<file path="src/rtl/time_pkg.sv">
// Shared types for the mm:ss time datapath: packed BCD time, display-source
// encoding and the blank display pattern.
package time_pkg;

  typedef struct packed {
    logic [3:0] min_tens;
    logic [3:0] min_ones;
    logic [3:0] sec_tens;
    logic [3:0] sec_ones;
  } bcd_time_t;

  typedef enum logic [1:0] {
    SEL_LIVE     = 2'd0,
    SEL_SAVED    = 2'd1,
    SEL_BLANK    = 2'd2,
    SEL_LIVE_ALT = 2'd3
  } out_sel_e;

  localparam logic [15:0] DISP_BLANK = 16'hFFFF;
  localparam bcd_time_t   TIME_ZERO  = '0;

  // True when one more decrement lands on (or stays at) 00:00.
  function automatic logic at_most_one_sec(bcd_time_t t);
    return (t.min_tens == 4'd0) && (t.min_ones == 4'd0) &&
           (t.sec_tens == 4'd0) && (t.sec_ones <= 4'd1);
  endfunction

endpackage

</file>
<file path="src/rtl/bcd_digit_cnt.sv">
// One BCD digit counting modulo MODULUS with ripple carry/borrow outputs.
// clr beats ld beats inc/dec; inc and dec together hold the digit.
module bcd_digit_cnt #(
  parameter int unsigned MODULUS = 10
) (
  input  logic       clk,
  input  logic       nrst,
  input  logic       clr,
  input  logic       ld,
  input  logic [3:0] ld_val,
  input  logic       inc,
  input  logic       dec,
  output logic [3:0] value,
  output logic       carry,
  output logic       borrow
);

  localparam logic [3:0] MAX_VAL = 4'(MODULUS - 1);

  logic [3:0] value_q;
  logic [3:0] value_d;

  always_comb begin
    value_d = value_q;
    if (clr) begin
      value_d = '0;
    end else if (ld) begin
      value_d = ld_val;
    end else if (inc && !dec) begin
      value_d = (value_q == MAX_VAL) ? 4'd0 : value_q + 4'd1;
    end else if (dec && !inc) begin
      value_d = (value_q == 4'd0) ? MAX_VAL : value_q - 4'd1;
    end
  end

  always_ff @(posedge clk or negedge nrst) begin
    if (!nrst) begin
      value_q <= '0;
    end else begin
      value_q <= value_d;
    end
  end

  assign value  = value_q;
  assign carry  = inc && !dec && (value_q == MAX_VAL);
  assign borrow = dec && !inc && (value_q == 4'd0);

endmodule

</file>
<file path="src/rtl/time_datapath.sv">
// Stopwatch/timer datapath: prescaled second tick, four-digit BCD mm:ss count,
// sticky expiry flag. Define TIME_SAVE_REG_EN to build the saved register.
module time_datapath
  import time_pkg::*;
#(
  parameter int unsigned TICKS_PER_SEC = 100
) (
  input  logic        clk,
  input  logic        nrst,
  input  logic        clear,
  input  logic        enable,
  input  logic        enable_increment,
  input  logic        enable_decrement,
  input  logic        write,
  input  logic        read,
  input  logic [1:0]  output_select,
  output logic        flag,
  output logic [15:0] disp
);

  localparam int unsigned    PW         = $clog2(TICKS_PER_SEC);
  localparam logic [PW-1:0]  PRESC_LAST = PW'(TICKS_PER_SEC - 1);

  logic [PW-1:0] presc_q, presc_d;
  logic          flag_q, flag_d;
  logic          tick;
  logic          up_req, dn_req;
  logic          load;
  logic          cnt_hold;
  logic          inc0, dec0;
  bcd_time_t     live;
  bcd_time_t     saved_val;

  logic [3:0] s1_val, s10_val, m1_val, m10_val;
  logic       s1_carry, s10_carry, m1_carry, m10_carry;
  logic       s1_borrow, s10_borrow, m1_borrow, m10_borrow;
  logic       unused_top_ripple;

  // Prescaler: runs only while enabled, wraps on the tick cycle.
  assign tick = enable && (presc_q == PRESC_LAST);

  always_comb begin
    presc_d = presc_q;
    if (clear) begin
      presc_d = '0;
    end else if (enable) begin
      presc_d = tick ? '0 : presc_q + PW'(1);
    end
  end

  // Counting with enable low is the setup step-up path, one second per cycle.
  assign up_req   = enable_increment && !enable_decrement && (tick || !enable);
  assign dn_req   = enable_decrement && !enable_increment && tick;
  assign cnt_hold = clear || load;
  assign inc0     = up_req && !cnt_hold;
  assign dec0     = dn_req && !cnt_hold && (live != TIME_ZERO);

  always_comb begin
    flag_d = flag_q;
    if (clear) begin
      flag_d = 1'b0;
    end else if (dn_req && !load && at_most_one_sec(live)) begin
      flag_d = 1'b1;
    end
  end

  always_ff @(posedge clk or negedge nrst) begin
    if (!nrst) begin
      presc_q <= '0;
      flag_q  <= 1'b0;
    end else begin
      presc_q <= presc_d;
      flag_q  <= flag_d;
    end
  end

`ifdef TIME_SAVE_REG_EN
  bcd_time_t saved_q;

  // write captures the pre-edge live value even when clear or read also fire.
  always_ff @(posedge clk or negedge nrst) begin
    if (!nrst) begin
      saved_q <= TIME_ZERO;
    end else if (write) begin
      saved_q <= live;
    end
  end

  assign saved_val = saved_q;
  assign load      = read && !clear;
`else
  logic unused_save_ports;

  assign saved_val         = TIME_ZERO;
  assign load              = 1'b0;
  assign unused_save_ports = write ^ read;
`endif

  bcd_digit_cnt #(.MODULUS(10)) u_sec_ones (
    .clk    (clk),
    .nrst   (nrst),
    .clr    (clear),
    .ld     (load),
    .ld_val (saved_val.sec_ones),
    .inc    (inc0),
    .dec    (dec0),
    .value  (s1_val),
    .carry  (s1_carry),
    .borrow (s1_borrow)
  );

  bcd_digit_cnt #(.MODULUS(6)) u_sec_tens (
    .clk    (clk),
    .nrst   (nrst),
    .clr    (clear),
    .ld     (load),
    .ld_val (saved_val.sec_tens),
    .inc    (s1_carry),
    .dec    (s1_borrow),
    .value  (s10_val),
    .carry  (s10_carry),
    .borrow (s10_borrow)
  );

  bcd_digit_cnt #(.MODULUS(10)) u_min_ones (
    .clk    (clk),
    .nrst   (nrst),
    .clr    (clear),
    .ld     (load),
    .ld_val (saved_val.min_ones),
    .inc    (s10_carry),
    .dec    (s10_borrow),
    .value  (m1_val),
    .carry  (m1_carry),
    .borrow (m1_borrow)
  );

  bcd_digit_cnt #(.MODULUS(6)) u_min_tens (
    .clk    (clk),
    .nrst   (nrst),
    .clr    (clear),
    .ld     (load),
    .ld_val (saved_val.min_tens),
    .inc    (m1_carry),
    .dec    (m1_borrow),
    .value  (m10_val),
    .carry  (m10_carry),
    .borrow (m10_borrow)
  );

  // 59:59 rolls over naturally; underflow is blocked upstream, so the top
  // ripple outputs carry no information.
  assign unused_top_ripple = m10_carry | m10_borrow;

  assign live = {m10_val, m1_val, s10_val, s1_val};
  assign flag = flag_q;

  always_comb begin
    disp = live;
    case (out_sel_e'(output_select))
      SEL_LIVE, SEL_LIVE_ALT: disp = live;
      SEL_SAVED:              disp = saved_val;
      SEL_BLANK:              disp = DISP_BLANK;
      default:                disp = live;
    endcase
  end

endmodule

</file>
<file path="config.mk">
export PLATFORM = sky130hd
export DESIGN_NAME = time_datapath
export DESIGN_NICKNAME = d
export VERILOG_FILES = /design/src/rtl/time_pkg.sv /design/src/rtl/bcd_digit_cnt.sv /design/src/rtl/time_datapath.sv
export SDC_FILE = /design/constraint.sdc
export NUM_CORES = 1
export LEC_CHECK = 0
export ABC_AREA = 1
export CAP_MARGIN = 10
export CORE_ASPECT_RATIO = 0.75
export CORE_MARGIN = 3
export CORE_UTILIZATION = 44
export CTS_CLUSTER_SIZE = 16
export DETAILED_ROUTE_END_ITERATION = 12
export GPL_TIMING_DRIVEN = 0
export PLACE_DENSITY = 0.78
export SYNTH_ARGS = -nofsm -noshare
export SYNTH_HDL_FRONTEND = slang
export SYNTH_SLANG_ARGS = --single-unit
</file>
<file path="constraint.sdc">
create_clock -name clk -period 2.5 [get_ports clk]
set_input_delay 0.5 -clock clk [delete_from_list [all_inputs] [get_ports clk]]
set_output_delay 0.5 -clock clk [all_outputs]
set_load 0.005 [all_outputs]
</file>
==> results_dict.tcl <==
set metrics [dict create \
    netlist.top_cell.by_area "dfrtp_1" \
    maxCapViolCount 0 \
    hold_buffers 0 \
    cts_root_buffer "clkbuf_8" \
    overflow 0 \
    synthTopCellsByArea "dfrtp_1, nand2_1, o21ai_0" \
    critical_path_required_ns 2.00 \
    irDropWorstVdd_uv 291 \
    pwr-share-seq_pct 39.5 \
    drt_first_pass_iters 5 \
    finalHoldViolations 0 \
    drt_wl_total_um 4860 \
    final_cells 369 \
    hp-class "in2reg" \
    grt_start_max_net_pins 25 \
    initial_core_util_pct 46.4 \
    p_clk_share_pct 23.6 \
    htreeDepth 1 \
    gp_congestion 0.875 \
    clock_sinks 24 \
    cp-end-kind "output port" \
    crit_path_cell_trace "clkdlybuf4s50_1, inv_1, ha_1, inv_2, nand2_4, buf_8, o21ai_0, clkdlybuf4s15_1" \
    start_kind "primary input" \
    worst_pin_slew_ns 0.534 \
    path_clk_slew_ns 0.09 \
    cts_buffers 3 \
    fillers 411 \
    critical_path_class "in2out" \
    grt_use_total_pct 20.1 \
    pwr-share-comb_pct 37.0 \
    cp_slowest_cell "clkdlybuf4s50_1" \
    synthesis.area_mm2 0.00192 \
    core_area_mm2 0.00413 \
    die_x_um 82.2 \
    fin_crit_ns 2.41 \
    syn-num-nets 297 \
    grt_antenna_before_repair 0 \
    vias 1965 \
    setup_tns_ns 0 \
    avgSynthCellArea_um2 6.73 \
    yosys_register_bits 24 \
    clock_skew_ns 0.00692 \
    dp_hpwl_um 3590 \
    dp_cells 363 \
    fin_hold_ws_ns 0.466 \
    swShare_pct 38.2 \
    setup_violations 0 \
    synth_cell_types 34 \
    yosys.area.top_type_share_pct 31.3 \
    yosys_warnings 0 \
    ant_nets 0 \
    p_switching_w 0.000450 \
    rows 20 \
    syn-instance-count 285 \
    cp.buffers_inverters 5 \
    pin_count 27 \
    drt_iter0_markers 149 \
    clockBufferDepth 2 \
    die-height_um 63.2 \
    worstPathMaxFanout 10 \
    period_share_pct 96.5 \
    first_global_vias 1762 \
    status "finished clean" \
    fin_util_pct 55.4 \
    max_stage_delay_ns 0.46 \
    rrSetupSlack_ns 0.76 \
    drc_errors 0 \
    io_buffers 23 \
    max_freq_mhz 415 \
    seq_area_frac_synth_pct 31.3 \
    cellLeakagePower_nw 1.12 \
    drive_gt1_share_pct 17.2 \
    power.internal_w 0.000729 \
    diodes 0 \
    slew_violations 0 \
    post_drt_wl_per_cell_um 13.2 \
    power_density_mw_per_mm2 516 \
    relSlewSlack_pct 64.3 \
    die_area_mm2 0.00519 \
    viasPerCell 5.33 \
    grt_pass1_wl_um 8310 \
    cts_tree "yes" \
    area.growth.synth_to_final_pct 19.3 \
    crit_family "buffers and inverters" \
    crit_arrival_ns 1.91 \
    clk_latency_ns 0.28 \
    stdcell_area_mm2 0.00229 \
    postPlaceCellArea_mm2 0.00222 \
    nNetsFinal 327 \
]
==> path summary, 6_finish.rpt <==
path,to,cells past startpoint,startpoint
max,disp[8],8,output_select[0]
max in group asynchronous,u_min_ones.value[1],2,nrst
min in group asynchronous,u_sec_tens.value[1],1,nrst
min reg2reg,presc_q[0],1,presc_q[0]
max reg2reg,u_sec_ones.value[1],10,u_min_ones.value[0]
min,flag,2,clear
==> cell type report <==
class	count	area, µm²	share of cell area [%]
buffer	6	50.0	2.19
clock buffer	4	55.1	2.41
inverter	43	161	7.06
multi-input combinational	212	1130	49.3
sequential	24	601	26.3
tap	55	68.8	3.01
timing repair buffer	25	223	9.74
==> sequential cells by signal, summed over array words and instances (netlist names) <==
name / count
flag: 1
presc_q: 7
u_min_ones.value: 4
u_min_tens.value: 4
u_sec_ones.value: 4
u_sec_tens.value: 4
==> through the flow <==
step | worst slack, ns | total power, W
after floorplan | 0.669 | 0.000762
after global placement | -0.593 | 0.000899
after detailed placement | -0.651 | 0.000912
after CTS | 0.00250 | 0.00117
after global routing | -0.0119 | 0.00127
final | 0.0875 | 0.00118
==> cell usage after synthesis, drive strengths merged <==
cell / n
mux2i: 1
o21bai: 1
nor2: 32
o211ai: 1
o22ai: 2
a31oi: 1
ha: 2
buf: 3
or2: 1
inv: 43
dfrtp: 24
a211oi: 1
nand3b: 2
o21ai: 41
nand4: 10
clkbuf: 3
a21oi: 9
xor2: 7
nand3: 27
nor3: 4
nand2: 70
==> what timing repair did <==
| action | CTS | global route |
|---|---|---|
| endpoints found under the hold margin | 0 | 0 |
| endpoints found under the setup margin | 16 | 10 |
| resized for setup | 25 | 18 |
| setup buffers | 1 | 0 |
==> cell families after synthesis <==
| logic type | share of synthesized area, % |
|---|---|
| muxes | 0.522 |
| AOI/OAI and AO/OA | 15.4 |
| and+or+nand+nor | 38.0 |
| xor gates and xnor gates | 3.20 |
| DFF | 31.3 |
| buffers and inverters | 10.2 |
| adders and majority gates | 1.31 |
==> power by group through the flow <==
stage	logic, W	clock network [W]	registers (W)
floorplan	0.000299	0	0.000463
global placement	0.000429	0	0.000470
detailed placement	0.000440	0	0.000471
CTS	0.000428	0.000279	0.000464
global route	0.000495	0.000301	0.000471
finish	0.000436	0.000278	0.000465
==> placed cells by master, fill, tap and decap left out, drive strengths merged <==
cell type / n
clkdlybuf4s15: 3
nand3: 27
a21oi: 9
nand2: 70
dfrtp: 24
xor2: 7
o21ai: 41
inv: 43
mux2i: 1
or2: 1
a211oi: 1
o211ai: 1
clkdlybuf4s50: 7
nand3b: 2
a31oi: 1
buf: 7
nor3: 4
ha: 2
o21bai: 1
nor2: 32
clkbuf: 12
o22ai: 2
dlygate4sd2: 6
nand4: 10
==> per-layer routing <==
| metal | part of all wire, % | global-route usage [%] | wire (µm) | vias to the layer above |
|---|---|---|---|---|
| met3 | 7.2 | 3.71 | 352 | 2 |
| met1 | 49 | 30.8 | 2380 | 903 |
| met5 | 0 | 0 | 0 | - |
| met2 | 43 | 29.7 | 2110 | 67 |
| met4 | 0.35 | 2.70 | 17 | 0 |
| li1 | - | - | - | 993 |
No activity file was read; power rests on OpenSTA's default activity.
